==> src/rtl/program_counter_sequencer.sv <==
// Fetch-side program counter sequencer: steps the PC on accepted fetches, redirects on taken
// branches and then holds Flush for a fixed number of enabled cycles.
module program_counter_sequencer #(
   parameter int unsigned         AddrBits    = 32,
   parameter logic [AddrBits-1:0] ResetVector = '0,
   parameter logic [AddrBits-1:0] PcStep      = 1,
   parameter int unsigned         FlushCycles = 2
) (
   input  logic                Clock,
   input  logic                Reset,
   input  logic                ClockEnable,
   input  logic                Stall,
   input  logic                BranchTaken,
   input  logic [AddrBits-1:0] BranchDest,
   input  logic                Halt,
   input  logic                FetchAck,
   output logic [AddrBits-1:0] PC,
   output logic                FetchReq,
   output logic                Flush,
   output logic                Halted
);

   typedef enum logic [1:0] {StIdle, StFetch, StFlush, StHalt} state_e;

   // Counter holds the number of Flush cycles still to come after the current one.
   localparam logic [3:0] FlushReload = 4'(FlushCycles - 1);

   state_e     state_q;
   logic [3:0] flush_cnt_q;

   assign FetchReq = (state_q == StFetch) && !Stall;
   assign Halted   = (state_q == StHalt);

   always_ff @(posedge Clock) begin
      if (Reset) begin
         state_q     <= StIdle;
         PC          <= ResetVector;
         flush_cnt_q <= '0;
         Flush       <= 1'b0;
      end else if (ClockEnable) begin
         unique case (state_q)
            StIdle: begin
               state_q <= StFetch;
               Flush   <= 1'b0;
            end
            StFetch: begin
               if (Halt) begin
                  state_q <= StHalt;
                  Flush   <= 1'b0;
               end else if (BranchTaken) begin
                  // Redirect wins over Stall; decode is being flushed anyway.
                  PC          <= BranchDest;
                  state_q     <= StFlush;
                  flush_cnt_q <= FlushReload;
                  Flush       <= 1'b1;
               end else if (FetchAck && FetchReq) begin
                  PC <= PC + PcStep;
               end
            end
            StFlush: begin
               if (Halt) begin
                  state_q <= StHalt;
                  Flush   <= 1'b0;
               end else if (BranchTaken) begin
                  PC          <= BranchDest;
                  flush_cnt_q <= FlushReload;
                  Flush       <= 1'b1;
               end else if (flush_cnt_q == 4'd0) begin
                  state_q <= StFetch;
                  Flush   <= 1'b0;
               end else begin
                  flush_cnt_q <= flush_cnt_q - 4'd1;
               end
            end
            StHalt: begin
               Flush <= 1'b0;
            end
            default: begin
               state_q <= StIdle;
               Flush   <= 1'b0;
            end
         endcase
      end
   end

endmodule

==> config.mk <==
export PLATFORM = sky130hd
export DESIGN_NAME = program_counter_sequencer
export DESIGN_NICKNAME = d
export VERILOG_FILES = /design/src/rtl/program_counter_sequencer.sv
export SDC_FILE = /design/constraint.sdc
export NUM_CORES = 1
export LEC_CHECK = 0
export BUFFER_PORTS_ARGS = -buffer_cell sky130_fd_sc_hd__buf_2
export CAP_MARGIN = 20
export CORE_MARGIN = 5
export CORE_UTILIZATION = 45
export DETAILED_ROUTE_END_ITERATION = 10
export GPL_ROUTABILITY_DRIVEN = 0
export PLACE_DENSITY_LB_ADDON = 0.05
export SLEW_MARGIN = 30
export SYNTH_ARGS = -nofsm -noshare
export SYNTH_HDL_FRONTEND = slang
export SYNTH_SLANG_ARGS = --single-unit
==> constraint.sdc <==
create_clock -name Clock -period 2.2 [get_ports Clock]
set_input_delay 0 -clock Clock [delete_from_list [all_inputs] [get_ports Clock]]
set_output_delay 0 -clock Clock [all_outputs]
set_load 0.1 [all_outputs]
==> results.yml <==
pwr:
  total_leakage_power_nw: 1.24
  vdd_ir_drop_max_uv: 375
  p_per_area_nw_per_um2: 534
  seq_power_share_pct: 44.6
  combinationalPowerShare_pct: 20.2
  switching_share_pct: 30.2
  p_switching_mw: 0.503
  power_frac_clock_pct: 35.2
  intPower_mw: 1.16
job:
  max_cap_viol_count: 0
synthesis:
  synth_edf_count: 0
  synth_area_leaders: "dfxtp_1, nor2_1, a21oi_1"
  yosys_warnings: 0
  synth.yosys.seq_area_share_pct: 32.6
  netlist_instances: 303
  synthArstFlopShare_pct: 0
  syn-num-nets: 348
  netlist_area_um2: 2400
  yosysUniqueCellTypes: 52
  synth_ff_type: "dfxtp_1"
  synth_area_per_cell_um2: 7.91
  synth_top_area_share_pct: 32.6
  synth_largest_area_cell: "dfxtp_1"
  synth-seq-cells: 39
sta:
  relSlewSlack_pct: 67.5
  hold_ws_ns: 0.0108
  report.final.setup_viol: 0
  finalCritPeriodShare_pct: 91.3
  final_hold_viol_count: 0
  finalCriticalPeriod_ns: 2.01
  max_freq_mhz: 498
  worst_slew_pin_slew_ns: 0.490
  tns_ns: 0
  maxSlewViolCount: 0
  rsz0062_at_grt: "no"
  fin_worst_skew_ns: 0.0100
drt:
  firstDrtPassIters: 5
  via_per_inst: 5.78
  vias: 2653
  wl_per_cell_um: 15.9
  wl_um: 7290
  drc: 0
  ant_nets: 0
  drt-initial-drc-count: 139
setup_path:
  regToRegEndpoint: "PC[19]"
  end_kind: "register"
  rr_startpoint: "state_q[0]"
  start_kind: "register"
  r2r_setup_slack_ns: 0.19
  worstSetupPathType: "reg -> reg"
  arrival_ns: 2.16
  cp.required_ns: 2.35
  reg2reg_depth: 7
  critPathMaxFanout: 20
grt:
  grt_usage_pct: 21.2
  grt_antenna_before_repair: 0
  grt_max_degree: 25
  grt_pass1_vias: 2463
  overflow: 0
  grt_pass1_wl_um: 12300
placed_design:
  dp_hpwl_um: 5300
  portBuffers: 73
final_layout:
  syn_to_final_growth_pct: 30.2
  antennaDiodeCount: 0
  final_core_utilization_pct: 60.7
  final_nets: 433
  final_layout_size_suffix_gt1_share_pct: 35.2
  fillers: 492
floorplan:
  row_count: 26
  fp.dieArea_um2: 6890
  core_um2: 5140
  dieHeight_um: 83.0
  die_w_um: 83.0
  num_io_pins: 74
  initial_core_util_pct: 46.6
cts:
  clockRootBuffer: "clkbuf_8"
  cts-htree-levels: 2
  cts_buffer_depth: 2
  clk_latency_ns: 0.29
  cts_tree: "done"
  clkTransAtPathRegs_ns: 0.08
  cts_inserted_buffers: 5
  cts_sinks: 39
hold_path:
  hold_class: "in -> reg"
  whs_path_depth: 3
  whs_endpoint: "PC[17]"
  min_from: "BranchDest[17]"
run_status:
  status: "completed"
## worst max-delay path by stage
stage                     startpoint     end  slack, ns  depth (start not counted)
after CTS                 state_q[0]  PC[27]       0.02                          7
after floorplan               PC[23]  PC[31]      0.007                          4
after detailed placement  state_q[0]  PC[27]       0.05                          7
after global routing      state_q[0]  PC[19]       0.03                          7
final                     state_q[0]  PC[19]       0.19                          7
after global placement    state_q[0]  PC[20]       0.14                          6
## state kept, by name, summed over array words and instances (netlist names)
register	cells
PC	32
flush_cnt_q	4
state_q	2
Flush	1
## cells by family (layout without fill, tap and decap cells)
kind of cell    Yosys count  after routing  share of synthesized area [%]
compound gates           95             95                           27.0
xor+xnor                  2              2                          0.731
fa+ha+maj                 6              6                           3.13
buf+inv                  29            115                           5.38
flops                    39             39                           32.6
mux                       2              2                          0.887
simple gates            130            130                           30.3
## cells in the final DEF (no fill, tap or decap), drive strengths merged, types with 10 or more instances in the layout
master | synthesis | final
a211oi | 14 | 14
a21oi | 22 | 22
a311oi | 10 | 10
buf | 9 | 91
dfxtp | 39 | 39
inv | 10 | 10
nand2 | 18 | 18
nand3 | 14 | 14
nor2 | 32 | 32
nor3 | 19 | 19
o21ai | 20 | 20
## metrics by stage
stage	instances	area (µm²)	power, mW	setup slack [ns]
detailed placement	442	2910	1.08	0.0477
floorplan	303	2430	0.986	0.00729
global placement	442	2910	1.08	0.137
CTS	456	3070	1.67	0.0226
global route	459	3120	1.74	0.0332
finish	459	3120	1.67	0.192
## power groups by stage
| stage | combinational, mW | sequential, mW | clock [mW] |
|---|---|---|---|
| after floorplan | 0.135 | 0.851 | 0 |
| after global placement | 0.315 | 0.760 | 0 |
| after detailed placement | 0.318 | 0.760 | 0 |
| after CTS | 0.327 | 0.744 | 0.598 |
| after global routing | 0.363 | 0.748 | 0.632 |
| final | 0.336 | 0.744 | 0.587 |
## worst max-delay path, cell delays in order, from the launching register on
cell      delay (ns)
dfxtp_1         0.36
inv_1           0.07
ha_2            0.24
or2_4           0.27
buf_4           0.21
or4_1           0.53
o21ai_0         0.09
a211oi_1        0.09
## synthesized netlist by cell type (5+ instances only)
| cell type | number |
|---|---|
| a211oi_1 | 13 |
| a21oi_1 | 22 |
| a311oi_1 | 10 |
| and3_1 | 8 |
| buf_2 | 7 |
| clkbuf_1 | 10 |
| dfxtp_1 | 39 |
| ha_1 | 6 |
| inv_1 | 10 |
| nand2_1 | 18 |
| nand3_1 | 14 |
| nand4_1 | 5 |
| nor2_1 | 32 |
| nor3_1 | 17 |
| nor4_1 | 5 |
| o21ai_0 | 20 |
| o221ai_1 | 8 |
## timing repair
item	CTS	global route
endpoints found under the setup margin	0	18
hold endpoints to repair	6	0
hold buffers	6	0
resized for setup	0	7
setup buffers	0	3
## final cells by class
class,instances,area (µm²),area share [%]
Clock buffer,5,68.8,2.20
Timing Repair Buffer,97,561,18.0
Tap cell,70,87.6,2.81
Sequential cell,39,815,26.1
Multi-Input combinational cell,235,1510,48.5
Clock inverter,3,38.8,1.24
Inverter,10,37.5,1.20
## per-layer routing
layer	wire length [µm]	track usage [%]
met5	0	0
met4	53	4.90
met3	434	4.46
met2	3290	31.6
met1	3510	31.0
Note: power is estimated with default switching activity, not from simulation.
